File: src/rtl/multicycle_ctrl_pkg.sv
// Shared encodings for the multi-cycle RV32I controller: opcodes, FSM states,
// datapath mux selects, trap codes and the opcode classifier.
package multicycle_ctrl_pkg;

  localparam logic [6:0] OpLoad   = 7'b0000011;
  localparam logic [6:0] OpStore  = 7'b0100011;
  localparam logic [6:0] OpArithR = 7'b0110011;
  localparam logic [6:0] OpArithI = 7'b0010011;
  localparam logic [6:0] OpLui    = 7'b0110111;
  localparam logic [6:0] OpAuipc  = 7'b0010111;
  localparam logic [6:0] OpJal    = 7'b1101111;
  localparam logic [6:0] OpJalr   = 7'b1100111;
  localparam logic [6:0] OpBranch = 7'b1100011;
  localparam logic [6:0] OpSystem = 7'b1110011;

  localparam logic [2:0] StIdle   = 3'd0;
  localparam logic [2:0] StFetch  = 3'd1;
  localparam logic [2:0] StDecode = 3'd2;
  localparam logic [2:0] StExec   = 3'd3;
  localparam logic [2:0] StMem    = 3'd4;
  localparam logic [2:0] StWb     = 3'd5;
  localparam logic [2:0] StHalt   = 3'd6;

  localparam logic [1:0] PcSrcPlus4  = 2'b00;
  localparam logic [1:0] PcSrcOldImm = 2'b01;
  localparam logic [1:0] PcSrcAlu    = 2'b10;

  localparam logic [1:0] AluASelRs1   = 2'b00;
  localparam logic [1:0] AluASelOldPc = 2'b01;
  localparam logic [1:0] AluASelZero  = 2'b10;

  localparam logic [1:0] AluBSelRs2  = 2'b00;
  localparam logic [1:0] AluBSelImm  = 2'b01;
  localparam logic [1:0] AluBSelFour = 2'b10;

  localparam logic [1:0] AluOpAdd   = 2'b00;
  localparam logic [1:0] AluOpFunct = 2'b01;
  localparam logic [1:0] AluOpCmp   = 2'b10;

  localparam logic [1:0] TrapNone       = 2'b00;
  localparam logic [1:0] TrapIllegal    = 2'b01;
  localparam logic [1:0] TrapMemTimeout = 2'b10;

  typedef enum logic [3:0] {
    ClsIllegal,
    ClsArithR,
    ClsArithI,
    ClsLoad,
    ClsStore,
    ClsLui,
    ClsAuipc,
    ClsJal,
    ClsJalr,
    ClsBranch,
    ClsSystem
  } op_class_e;

  function automatic op_class_e classify(input logic [6:0] op);
    case (op)
      OpArithR: return ClsArithR;
      OpArithI: return ClsArithI;
      OpLoad:   return ClsLoad;
      OpStore:  return ClsStore;
      OpLui:    return ClsLui;
      OpAuipc:  return ClsAuipc;
      OpJal:    return ClsJal;
      OpJalr:   return ClsJalr;
      OpBranch: return ClsBranch;
      OpSystem: return ClsSystem;
      default:  return ClsIllegal;
    endcase
  endfunction

endpackage

File: src/rtl/multicycle_ctrl_if.sv
// Shared-memory request bus between the controller (master) and the memory (slave).
interface multicycle_ctrl_if;
  logic mem_req;
  logic mem_we;
  logic addr_sel;
  logic mem_ready;

  modport master (output mem_req, output mem_we, output addr_sel, input mem_ready);
  modport slave  (input mem_req, input mem_we, input addr_sel, output mem_ready);
endinterface

File: src/rtl/multicycle_ctrl_mem_watchdog.sv
// Counts consecutive unanswered memory-request cycles and flags a timeout on the
// last allowed one; TIMEOUT_CYCLES = 0 ties the timeout off.
module multicycle_ctrl_mem_watchdog #(
  parameter int unsigned TIMEOUT_CYCLES = 0
) (
  input  logic clk_i,
  input  logic rst_ni,
  input  logic mem_req_i,
  input  logic mem_ready_i,
  output logic timeout_o
);

  localparam int unsigned CntW    = (TIMEOUT_CYCLES > 1) ? $clog2(TIMEOUT_CYCLES) : 1;
  localparam int unsigned LastCnt = (TIMEOUT_CYCLES > 0) ? TIMEOUT_CYCLES - 1 : 0;

  logic [CntW-1:0] cnt_q, cnt_d;
  logic            waiting;

  assign waiting = mem_req_i & ~mem_ready_i;

  always_comb begin
    cnt_d = '0;
    if ((TIMEOUT_CYCLES != 0) && waiting) begin
      cnt_d = cnt_q + CntW'(1);
    end
  end

  // The cycle that would bring the count to TIMEOUT_CYCLES is the one that trips;
  // a ready in that same cycle masks it through 'waiting'.
  assign timeout_o = (TIMEOUT_CYCLES != 0) && waiting && (cnt_q == CntW'(LastCnt));

  always_ff @(posedge clk_i or negedge rst_ni) begin
    if (!rst_ni) begin
      cnt_q <= '0;
    end else begin
      cnt_q <= cnt_d;
    end
  end

endmodule

File: src/rtl/multicycle_ctrl.sv
// Control FSM of the multi-cycle RV32I core: sequences fetch, decode, execute,
// memory and write-back, with a memory watchdog, retire counter and sticky halt/trap.
module multicycle_ctrl
  import multicycle_ctrl_pkg::*;
#(
  parameter int unsigned TIMEOUT_CYCLES = 0,
  parameter int unsigned CNT_W          = 32
) (
  input  logic                 clk,
  input  logic                 rst_n,
  multicycle_ctrl_if.master    bus,
  input  logic [6:0]           opcode_i,
  input  logic                 branch_taken_i,
  output logic                 ir_we_o,
  output logic                 pc_we_o,
  output logic [1:0]           pc_src_o,
  output logic [1:0]           alu_a_sel_o,
  output logic [1:0]           alu_b_sel_o,
  output logic [1:0]           alu_op_o,
  output logic                 rf_we_o,
  output logic                 wb_sel_o,
  output logic                 halted_o,
  output logic [1:0]           trap_o,
  output logic [CNT_W-1:0]     instret_o
);

  logic [2:0]       state_q, state_d;
  logic             halted_q, halted_d;
  logic [1:0]       trap_q, trap_d;
  logic [CNT_W-1:0] instret_q;
  logic             retire;
  logic             timeout;
  logic             mem_req, mem_we, addr_sel;
  op_class_e        cls;

  assign cls = classify(opcode_i);

  multicycle_ctrl_mem_watchdog #(
    .TIMEOUT_CYCLES (TIMEOUT_CYCLES)
  ) u_mem_watchdog (
    .clk_i       (clk),
    .rst_ni      (rst_n),
    .mem_req_i   (mem_req),
    .mem_ready_i (bus.mem_ready),
    .timeout_o   (timeout)
  );

  always_comb begin
    state_d     = state_q;
    halted_d    = halted_q;
    trap_d      = trap_q;
    mem_req     = 1'b0;
    mem_we      = 1'b0;
    addr_sel    = 1'b0;
    ir_we_o     = 1'b0;
    pc_we_o     = 1'b0;
    pc_src_o    = PcSrcPlus4;
    alu_a_sel_o = AluASelRs1;
    alu_b_sel_o = AluBSelRs2;
    alu_op_o    = AluOpAdd;
    rf_we_o     = 1'b0;
    wb_sel_o    = 1'b0;
    retire      = 1'b0;

    case (state_q)
      StIdle: state_d = StFetch;

      StFetch: begin
        mem_req = 1'b1;
        if (bus.mem_ready) begin
          ir_we_o = 1'b1;
          state_d = StDecode;
        end else if (timeout) begin
          trap_d  = TrapMemTimeout;
          state_d = StHalt;
        end
      end

      StDecode: begin
        if (cls == ClsIllegal) begin
          trap_d  = TrapIllegal;
          state_d = StHalt;
        end else if (cls == ClsSystem) begin
          halted_d = 1'b1;
          state_d  = StHalt;
        end else begin
          state_d = StExec;
        end
      end

      StExec: begin
        state_d = StWb;
        case (cls)
          ClsArithR: alu_op_o = AluOpFunct;
          ClsArithI: begin
            alu_b_sel_o = AluBSelImm;
            alu_op_o    = AluOpFunct;
          end
          ClsLoad, ClsStore: begin
            alu_b_sel_o = AluBSelImm;
            state_d     = StMem;
          end
          ClsLui: begin
            alu_a_sel_o = AluASelZero;
            alu_b_sel_o = AluBSelImm;
          end
          ClsAuipc: begin
            alu_a_sel_o = AluASelOldPc;
            alu_b_sel_o = AluBSelImm;
          end
          ClsJal, ClsJalr: begin
            alu_a_sel_o = AluASelOldPc;
            alu_b_sel_o = AluBSelFour;
          end
          ClsBranch: begin
            alu_op_o = AluOpCmp;
            pc_we_o  = 1'b1;
            pc_src_o = branch_taken_i ? PcSrcOldImm : PcSrcPlus4;
            retire   = 1'b1;
            state_d  = StFetch;
          end
          default: ;
        endcase
      end

      StMem: begin
        mem_req  = 1'b1;
        addr_sel = 1'b1;
        mem_we   = (cls == ClsStore);
        if (bus.mem_ready) begin
          if (cls == ClsStore) begin
            pc_we_o = 1'b1;
            retire  = 1'b1;
            state_d = StFetch;
          end else begin
            state_d = StWb;
          end
        end else if (timeout) begin
          trap_d  = TrapMemTimeout;
          state_d = StHalt;
        end
      end

      StWb: begin
        rf_we_o  = 1'b1;
        wb_sel_o = (cls == ClsLoad);
        pc_we_o  = 1'b1;
        retire   = 1'b1;
        state_d  = StFetch;
        case (cls)
          ClsJal:  pc_src_o = PcSrcOldImm;
          // Link value already sits in ALU-out; the ALU now forms the jump target.
          ClsJalr: begin
            pc_src_o    = PcSrcAlu;
            alu_b_sel_o = AluBSelImm;
          end
          default: ;
        endcase
      end

      StHalt: ;

      default: state_d = StIdle;
    endcase
  end

  always_ff @(posedge clk or negedge rst_n) begin
    if (!rst_n) begin
      state_q   <= StIdle;
      halted_q  <= 1'b0;
      trap_q    <= TrapNone;
      instret_q <= '0;
    end else begin
      state_q  <= state_d;
      halted_q <= halted_d;
      trap_q   <= trap_d;
      if (retire) begin
        instret_q <= instret_q + CNT_W'(1);
      end
    end
  end

  assign bus.mem_req  = mem_req;
  assign bus.mem_we   = mem_we;
  assign bus.addr_sel = addr_sel;
  assign halted_o     = halted_q;
  assign trap_o       = trap_q;
  assign instret_o    = instret_q;

endmodule

File: src/flat_wrapper.sv
// flat-port wrapper written by rule: the top's interface ports become plain ports
module multicycle_ctrl_flat import multicycle_ctrl_pkg::*;
#(
  parameter int unsigned TIMEOUT_CYCLES = 0,
  parameter int unsigned CNT_W          = 32
)
  (clk, rst_n, opcode_i, branch_taken_i, ir_we_o, pc_we_o, pc_src_o, alu_a_sel_o, alu_b_sel_o, alu_op_o, rf_we_o, wb_sel_o, halted_o, trap_o, instret_o, bus_mem_req, bus_mem_we, bus_addr_sel, bus_mem_ready);
  multicycle_ctrl_if bus_i ();
  input  logic clk;
  input  logic rst_n;
  input  logic [6:0] opcode_i;
  input  logic branch_taken_i;
  output logic ir_we_o;
  output logic pc_we_o;
  output logic [1:0] pc_src_o;
  output logic [1:0] alu_a_sel_o;
  output logic [1:0] alu_b_sel_o;
  output logic [1:0] alu_op_o;
  output logic rf_we_o;
  output logic wb_sel_o;
  output logic halted_o;
  output logic [1:0] trap_o;
  output logic [CNT_W-1:0] instret_o;
  output wire logic [$bits(bus_i.mem_req)-1:0] bus_mem_req;
  output wire logic [$bits(bus_i.mem_we)-1:0] bus_mem_we;
  output wire logic [$bits(bus_i.addr_sel)-1:0] bus_addr_sel;
  input wire logic [$bits(bus_i.mem_ready)-1:0] bus_mem_ready;
  assign bus_mem_req = bus_i.mem_req;
  assign bus_mem_we = bus_i.mem_we;
  assign bus_addr_sel = bus_i.addr_sel;
  assign bus_i.mem_ready = bus_mem_ready;
  multicycle_ctrl #(.TIMEOUT_CYCLES(TIMEOUT_CYCLES), .CNT_W(CNT_W)) u_core (.clk(clk), .rst_n(rst_n), .bus(bus_i), .opcode_i(opcode_i), .branch_taken_i(branch_taken_i), .ir_we_o(ir_we_o), .pc_we_o(pc_we_o), .pc_src_o(pc_src_o), .alu_a_sel_o(alu_a_sel_o), .alu_b_sel_o(alu_b_sel_o), .alu_op_o(alu_op_o), .rf_we_o(rf_we_o), .wb_sel_o(wb_sel_o), .halted_o(halted_o), .trap_o(trap_o), .instret_o(instret_o));
endmodule
File: config.mk
export PLATFORM = sky130hd
export DESIGN_NAME = multicycle_ctrl_flat
export DESIGN_NICKNAME = d
export VERILOG_FILES = /design/src/rtl/multicycle_ctrl_pkg.sv /design/src/rtl/multicycle_ctrl_if.sv /design/src/rtl/multicycle_ctrl_mem_watchdog.sv /design/src/rtl/multicycle_ctrl.sv /design/src/flat_wrapper.sv
export SDC_FILE = /design/constraint.sdc
export NUM_CORES = 1
export LEC_CHECK = 0
export BUFFER_PORTS_ARGS = -buffer_cell sky130_fd_sc_hd__buf_2
export CORE_MARGIN = 2
export CORE_UTILIZATION = 43
export DETAILED_ROUTE_END_ITERATION = 7
export MAX_ROUTING_LAYER = met4
export PLACE_DENSITY = 0.68
export SLEW_MARGIN = 20
export SYNTH_ARGS = -nofsm -noshare
export SYNTH_HDL_FRONTEND = slang
export SYNTH_HIERARCHICAL = 1
export SYNTH_SLANG_ARGS = --single-unit
File: constraint.sdc
create_clock -name clk -period 3.18 [get_ports clk]
set_input_delay 0.159 -clock clk [delete_from_list [all_inputs] [get_ports clk]]
set_output_delay 0.159 -clock clk [all_outputs]
set_load 0.02 [all_outputs]
Yosys cells after proc, flatten, opt, wreduce, memory -nomap -nowiden:

Index checks and enable logic that the tools add are counted.

* bits in registers: 37
* memories: 0
* ROM bits: 0
* input port bits: 11
* output and inout bits: 50
* word-level logic and storage cells: 77
* bits in writable memories: 0
* bits in latches: 0

* $mul: 0
* $lt $le $gt $ge: 0
* bitwise logic cells: 2
* add/sub/neg operators: 1
* shifts and indexed selects: 0
* reduce and logical (&&, ||, !) cells: 12
* div/mod/pow operators: 0
* eq/ne operators: 28
* mux-type cells: 30

Operators by type and width (number)
* $pmux 4 s10: 1
* $add 32x1->32 const B: 1
* $eq 7x7->1 const B: 4
* $pmux 2 s2: 6
* $eq 7x6->1 const B: 3
* $pmux 3 s6: 1
* $eq 4x3->1 const B: 4
* $mux 3: 5
* $eq 7x5->1 const B: 2
* $eq 4x4->1 const B: 3
* $mux 1: 12
* $reduce_or 2->1: 5
* $eq 3x3->1 const B: 3
* $eq 4x2->1 const B: 2
* $eq 7x2->1 const B: 1
* $eq 3x2->1 const B: 2
* $mux 2: 3
* $pmux 3 s2: 1
* $reduce_and 3->1: 2
* $reduce_or 5->1: 1
* $eq 4x1->1 const B: 1
* $logic_not 4->1: 1
* $ne 2x2->1 const B: 2
* $eq 3x1->1 const B: 1
* 5 further kinds: 6

Logic depth before layout (Yosys ltp):

Gate-level depths: netlist of run 1.

* depth in word-level cells: 6
* mapped depth: 8
* gate-level depth less buffers: 7

Modules after synthesis:

Netlist of run 1, hierarchy kept.

By module, submodules not included
* multicycle_ctrl: instances 1, area each 2133.3 µm², seq. area each 950.9 µm², cells an instance 214
* multicycle_ctrl_mem_watchdog: instances 1, area each 11.3 µm², seq. area each 0.0 µm², cells an instance 2

Worst setup path before layout of run 1:

No wires, ideal clock.

* kind: register -> register
* start point: reg u_core.instret_q[0] (netlist: u_core/instret_o[0])
* end point: reg u_core.instret_q[22] (netlist: u_core/instret_o[22])
* buffers on the path: 1
* period minus slack after synthesis: 2106 ps
* setup slack: 1074 ps
* data required time: 3100 ps
* arrival: 2027 ps
* cell stages (with the launch flop): 7
* setup time: 80 ps
* cell sequence: dfrtp_1 ha_1 nand3_1 or4_1 buf_2 nor4b_2 xor2_1

* longest elaborated chain between the ends: 1

Ends and longest elaborated chain
* start, declared: line multicycle_ctrl.sv:30 `logic [CNT_W-1:0] instret_q;`
* start signal, assigned: line multicycle_ctrl.sv:178 `instret_q <= instret_q + CNT_W'(1);`
* $add 32x1->32: line multicycle_ctrl.sv:178

Every way passes these cells.
A chain may end at the register's enable or synchronous reset.

Worst setup path after layout of run 1:

* start point: reg u_core.state_q[0]
* end point: out pc_we_o

* longest elaborated chain between the ends: 2
* elaborated cells between the ends (all ways): 4
* those cells by class: 3 x eq/ne; 1 x mux

Ends and longest elaborated chain
* start, declared: line multicycle_ctrl.sv:27 `logic [2:0] state_q, state_d;`
* start signal, assigned: line multicycle_ctrl.sv:169 `state_q <= StIdle;`
* start signal, assigned: line multicycle_ctrl.sv:174 `state_q <= state_d;`
* $eq 3x3->1 / $eq 3x2->1 (equally long branches): line multicycle_ctrl.sv:65 `case (state_q)`
* $pmux 1 s3 (*): line multicycle_ctrl.sv:65
* end, declared: line flat_wrapper.sv:14 `output logic pc_we_o;`

Mark *: on every way between the ends. The rest lies on a longest branch, timed or not.

==> results of run 1 <==
[kinds of logic after synthesis]
kind of cell,count (synthesis),synth area share (%)
fa+ha+maj,1,0.583
buf+inv,19,4.08
compound gates,23,8.29
xor+xnor,31,12.7
simple gates,103,29.9
other cells,1,0.175
flops,38,44.3
[final timing paths]
| kind | from | to | depth (start not counted) |
|---|---|---|---|
| max in group asynchronous | rst_n | u_core/instret_o[4] | 1 |
| min in group clk | opcode_i[0] | u_core/trap_o[1] | 3 |
| worst min-delay path | rst_n | u_core/instret_o[17] | 1 |
| worst max-delay path | u_core/state_q[0] | pc_we_o | 5 |
| worst max register to register | u_core/instret_o[0] | u_core/instret_o[28] | 5 |
| worst min register to register | u_core/instret_o[31] | u_core/instret_o[31] | 1 |
[synthesized netlist by cell type (2+ instances only)]
library cell	number	area [um2]
a211oi_1	2	15.0
nand3_1	14	70.1
nor3_1	15	75.1
or4_1	2	15.0
nor4b_2	4	60.1
buf_4	2	15.0
inv_1	8	30.0
nor4_2	3	37.5
a21oi_1	4	20.0
nor3b_1	3	22.5
a31o_2	2	17.5
nor4_1	4	25.0
buf_2	7	35.0
or2_2	2	12.5
o21ai_0	2	10.0
xor2_1	25	219
nand2_1	19	71.3
dfrtp_1	38	951
nand2b_1	2	12.5
xnor2_1	6	52.6
nor2b_1	2	12.5
and4bb_1	3	37.5
nor2_1	12	45.0
nor4b_1	2	17.5
a31oi_1	3	18.8
nand4_1	7	43.8
and3_1	3	18.8
[metal layers]
| metal | global-route usage [%] | vias up | wire length [um] |
|---|---|---|---|
| met5 | - | - | 0 |
| li1 | - | 892 | - |
| met4 | 4.76 | 0 | 22 |
| met2 | 26.9 | 46 | 2280 |
| met3 | 2.81 | 2 | 220 |
| met1 | 24.2 | 882 | 2130 |
[metrics by stage]
stage	hold slack (ns)	cell area (um2)	util (%)	worst slack [ns]	total power, W
2_1_floorplan	-0.137	2140	-	1.07	0.00103
3_3_place_gp	0.309	2490	52.4	0.944	0.00119
3_5_place_dp	0.306	2490	52.4	0.943	0.00119
4_1_cts	0.00103	2580	54.4	0.776	0.00154
5_1_grt	0.0403	2580	54.4	0.609	0.00163
6_report	-0.0305	2580	54.4	0.787	0.00152
[power breakdown]
part           switching (W)  leakage, nW  internal (W)
combinational       0.000331        0.812      0.000195
sequential          0.000114        0.508      0.000549
clock               0.000162       0.0472      0.000174
total               0.000607         1.37      0.000918
[registers in the layout, indices dropped and copies added, names as in the netlist]
register          count
u_core/halted_o       1
u_core/trap_o         2
u_core/instret_o     32
u_core/state_q        3
[layout make-up]
cell class	instances	area, um2
fillers	448	2170
multi-input cells	159	1110
flip-flops and latches	38	951
repair buffers	62	315
well taps	67	83.8
clock buffers	6	82.6
inverters	9	33.8
clock inverters	2	12.5
==> parameters.txt, run 1 <==
Parameter                              Value

Run status
  Run status ... finished, violations left
  Violated checks ... hold timing

Clock network
  H-tree lvl count ... 2
  Number of resized instances in the post-cts repair step ... 0
  CTS Root Buffer Type ... clkbuf_8
  Maximum number of buffers from clock root to sink ... 2
  Number of clock buffers inserted by TritonCTS ... 5
  Clock tree sinks ... 38
  Total setup buffers inserted after CTS ... 0
  Skew-Pair Late Insertion Delay ... 0.28 ns
  Register clock-pin slew on the reported worst setup and hold paths ... 0.08 ns
  CTS tree ... done
  Number of hold buffers added after CTS ... 0

Floorplanning
  I/O pin count ... 61
  Standard-cell rows ... 25
  Total Die Area ... 5570 um2
  Die outline height ... 74.6 um
  Initial cell density of the core ... a little under half
  Total core area ... around 4800 um2
  DIE WIDTH ... around 75 um

Power and ir drop
  Maximum vdd drop ... approximately 0.0004 V
  Power per cell area ... 590 nW/um2
  Static leakage power ... 1.37 nW

Yosys
  Synth Cell Area ... around 2100 um2
  Yosys warnings ... 6
  Share of flip-flops with an asynchronous set or reset ... 100%
  Average size of a mapped cell ... approximately 10 um2
  Count of distinct cell types in the synthesized netlist ... between 40 and 50
  Predominant post-synthesis flop cell ... dfrtp_1
  Syn_nets ... around 230
  Synthesis-stage register bit count ... 38
  Portion of the post-synthesis area used by sequential elements ... 44.3%
  Synthesized instance count ... 216
  Number of enable flip-flop cells after synthesis ... 0

Placement
  Inst Count DP ... 335
  Total of buffers placed on input and output ports ... 60
  Final estimated routing congestion in global placement ... 0.870
  Post-detailed-placement half-perimeter wirelength ... 3400 um

Global route
  Antenna violations before repair ... 0
  Wire length of the first global-routing pass ... 7450 um
  Via count of the first global-routing pass ... 1610
  Largest net degree at the start of global routing ... 39
  Gr usage total ... 17.5%
  Overflow left after global routing ... 0

STA
  RSZ-0062 raised after global routing ... false
  Number of max-slew violations in the final report ... 0
  Final Hold Viols ... 38
  Tightest slew margin relative to the limit ... roughly 45%
  Final period utilization ... 75.3%
  Final setup TNS ... 0 ns
  Clk_skew ... 0.0106 ns
  F_max ... 0.418 GHz
  Number of setup violations in the final report ... 0
  Final critical-path required period ... around 2.4 ns
  Worst hold margin ... -0.0305 ns
  Actual slew at the worst max-slew pin ... 0.821 ns

Min path
  Class of the tightest hold or removal check ... input pin to asynchronous set/reset pin

Worst setup path
  CP max-delay cell ... a211oi_4
  Critical-path cell list ... nand2b_1 -> and4bb_1 -> a211oi_4 -> inv_2 -> buf_2
  Setup slack, reg-to-reg ... 0.91 ns
  Critical Path Start Type ... flop
  Worst Path Class, Setup ... flop to output port
  Critical Path End Type ... output port
  Crit Path Max Fanout ... 11
  Stage delay of the slowest cell on the critical path ... between 0.5 and 0.6 ns
  Crit path arrival time ... 2.23 ns
  Critical path's top delay family ... simple AND/OR/NAND/NOR gates
  Total buffers and inverters traversed by the critical path ... 2
  Critical path required time ... 3.02 ns

Cells and area
  Layout overhead on the synthesized area ... 20.5%
  Leading cell type in the layout, fill and taps excluded ... buf_2
  Highest-count cells in the layout ignoring fill and taps ... buf_2 (60), dfrtp_1 (38), xor2_1 (25), nand2_1 (19), nor3_1 (15)
  Fin cells ... 343
  Fraction of layout instances using a drive strength above 1 ... 31.2%
  Net count reported at finish ... 287
  Inserted Diodes ... 0

Routing
  DR vias/cell ... 5.31
  Per-cell routed wire length ... roughly 14 um
  Overall via count from detail_route ... 1822
  Pre-Repair DR Iteration Count ... 4
  Post-route DRC violation count ... 0
  Routed WL ... 4650 um
  Number of nets with antenna violations after routing ... 0
  DRT iter0 DRCs ... 87

Flow run
  Maximum capacitance violations ... 0
No activity file was read; power rests on OpenSTA's default activity.
==> inputs of run 2 (changes only) <==
clock period = 2.4 ns   (was 3.18 ns; I/O delays follow)
==> run 2 against run 1 <==
The flow now finishes without violations. Non-clock buffer count increased by 4. Sequential share of layout area decreased by 0.46 points. Critical path depth unchanged. Wire length increased by 0.97%. Setup slack got worse by 0.63 ns. Cell count increased by 1.2%. Hold slack improved by 0.21 ns. Global-route usage increased by 0.50 points. Count of clock-buffer cells in the layout unchanged. Register-to-register slack got worse by 0.76 ns. Flip-flop and latch count unchanged. Critical endpoint is now u_core/instret_o[24].
==> parameters.txt, run 2 (same netlist as run 1, synthesis figures left out) <==
Parameter                              Value

STA
  Tightest slew margin relative to the limit ... 43.9% (-1.4 points)
  Clk_skew ... 0.00215 ns (-0.00845 ns)
  Number of max-slew violations in the final report ... 0 (unchanged)
  Actual slew at the worst max-slew pin ... 0.842 ns (+0.0203 ns)
  Final period utilization ... 93.7%
  Final critical-path required period ... 2.25 ns
  Number of setup violations in the final report ... 0 (unchanged)
  Final setup TNS ... 0 ns (unchanged)
  F_max ... about 0.44 GHz
  RSZ-0062 raised after global routing ... false
  Smallest setup slack after layout ... 0.152 ns (-0.635 ns)
  Final Hold Viols ... 0 (-100%)

Flow run
  Maximum capacitance violations ... 0 (unchanged)

Clock network
  H-tree lvl count ... 2 (unchanged)
  Skew-Pair Late Insertion Delay ... 0.28 ns (about the same)
  CTS tree ... done
  Clock tree sinks ... 38 (unchanged)
  Register clock-pin slew on the reported worst setup and hold paths ... 0.07 ns (about the same)
  Maximum number of buffers from clock root to sink ... 2 (unchanged)
  Number of clock buffers inserted by TritonCTS ... 5 (unchanged)
  CTS Root Buffer Type ... clkbuf_8

Run status
  Run status ... completed

Global route
  Via count of the first global-routing pass ... 1635 (+1.6%)
  Largest net degree at the start of global routing ... 39 (unchanged)
  Gr usage total ... 18.0% (+0.50 points)
  Overflow left after global routing ... 0 (unchanged)
  Antenna violations before repair ... 0 (unchanged)
  Wire length of the first global-routing pass ... 7640 um (+2.6%)

Routing
  Per-cell routed wire length ... 13.5 um (-0.20%)
  Routed WL ... 4690 um (+0.97%)
  Uppermost routed layer ... met4
  Met2 routed wirelength ... 2280 um (unchanged)
  Number of nets with antenna violations after routing ... 0 (unchanged)
  Overall via count from detail_route ... 1832 (+0.55%)
  DR vias/cell ... 5.28 (-0.61%)
  Pre-Repair DR Iteration Count ... 4 (unchanged)
  Wire length on met3 ... 173 um (-21%)
  Post-route DRC violation count ... 0 (unchanged)
  Met1 wire length ... 2220 um (+4.3%)
  DRT iter0 DRCs ... 79 (-9.2%)

Placement
  Placed instance area ... 2510 um2 (+0.90%)
  Post-detailed-placement half-perimeter wirelength ... 3460 um (+1.9%)
  Total of buffers placed on input and output ports ... 60 (unchanged)
  Inst Count DP ... 338 (+0.90%)
  Final estimated routing congestion in global placement ... 0.880 (+1.1%)
  Worst Setup Slack post-DPL ... 0.172 ns (-0.771 ns)

Cells and area
  Leading cell type in the layout, fill and taps excluded ... buf_2
  Inserted Diodes ... 0 (unchanged)
  Net count reported at finish ... 291 (+1.4%)
  Fin cells ... 347 (+1.2%)
  Largest register FFs ... 32 (unchanged)
  Fraction of layout instances using a drive strength above 1 ... 31.8% (+0.63 points)
  Layout overhead on the synthesized area ... 22.1%
  Final Cell Area ... 2620 um2 (+1.3%)
  Highest-count cells in the layout ignoring fill and taps ... buf_2 (60), dfrtp_1 (38), xor2_1 (25), nand2_1 (19), nor3_1 (15)

Worst setup path
  Critical Path End Type ... flop
  Crit Path Max Fanout ... 8 (-3)
  Critical path required time ... 2.60 ns (-0.42 ns)
  Crit path arrival time ... 2.45 ns (+0.22 ns)
  Critical Path Start Type ... flop
  Worst Path Class, Setup ... flop to flop

Floorplanning
  Initial cell density of the core ... 45.1% (unchanged)
  I/O pin count ... 61 (unchanged)
  Total core area ... 4750 um2 (unchanged)
  Total Die Area ... 5570 um2 (unchanged)
  DIE WIDTH ... 74.6 um (unchanged)
  Die outline height ... 74.6 um (unchanged)
  Standard-cell rows ... 25 (unchanged)

Min path
  Class of the tightest hold or removal check ... input pin to flop

Power and ir drop
  Maximum vdd drop ... 0.000610 V (+52%)
  Static leakage power ... 1.39 nW (+1.4%)
  Power per cell area ... 787 nW/um2 (+33%)
## run 2: cell types whose count changed in the layout (fill, tap and decap cells not counted)
cell | previous run | this run
buf_4 | 2 | 5
dlygate4sd3_1 | 0 | 1
## run 2: through the flow
step / total power (W) / utilization [%] / hold slack (ns)
2_1_floorplan: 0.00137 / - / -0.176
6_report: 0.00206 / 55.1 / 0.184
3_3_place_gp: 0.00160 / 52.8 / 0.268
4_1_cts: 0.00207 / 55.1 / 0.173
3_5_place_dp: 0.00161 / 52.8 / 0.281
5_1_grt: 0.00220 / 55.1 / 0.206
## run 2: final timing paths
path / startpoint / endpoint / slack, ns / cells past startpoint
max in group asynchronous: rst_n / u_core/instret_o[3] / 1.39 / 2
min in group asynchronous: rst_n / u_core/instret_o[28] / 0.48 / 2
hold / removal: opcode_i[0] / u_core/trap_o[1] / 0.18 / 3
hold reg to reg: u_core/instret_o[31] / u_core/instret_o[31] / 0.47 / 1
setup reg to reg: u_core/instret_o[0] / u_core/instret_o[24] / 0.15 / 5
setup / recovery: u_core/instret_o[0] / u_core/instret_o[24] / 0.15 / 5
## run 2: timing repair
item | in CTS | in global routing
endpoints found under the hold margin | 38 | 0
setup buffers | 0 | 0
hold buffers | 1 | 0
resized for setup | 0 | 0
## run 2: worst max-delay path, cell delays in order, from the launching register on
cell	delay, ns
dfrtp_1	0.47
ha_1	0.28
nand3_1	0.16
or4_1	0.75
nor4_2	0.34
xor2_1	0.18
## run 2: area by class of cell
class                   instances  area, um2
clock buffers                   6       82.6
multi-input cells             159       1110
well taps                      67       83.8
inverters                       9       33.8
repair buffers                 66        348
flip-flops and latches         38        951
fillers                       465       2140
clock inverters                 2       12.5
## run 2: metal layers
layer / GRT usage (%) / vias up
met1: 24.5 / 890
met2: 27.8 / 42
met5: - / -
li1: - / 898
met3: 3.75 / 2
met4: 4.17 / 0
## run 2: power by group
group	internal (W)	leakage (nW)	total (W)	switching, W
sequential	0.000728	0.508	0.000855	0.000128
combinational	0.000280	0.831	0.000752	0.000472
clock	0.000231	0.0472	0.000453	0.000222
total	0.00124	1.39	0.00206	0.000822
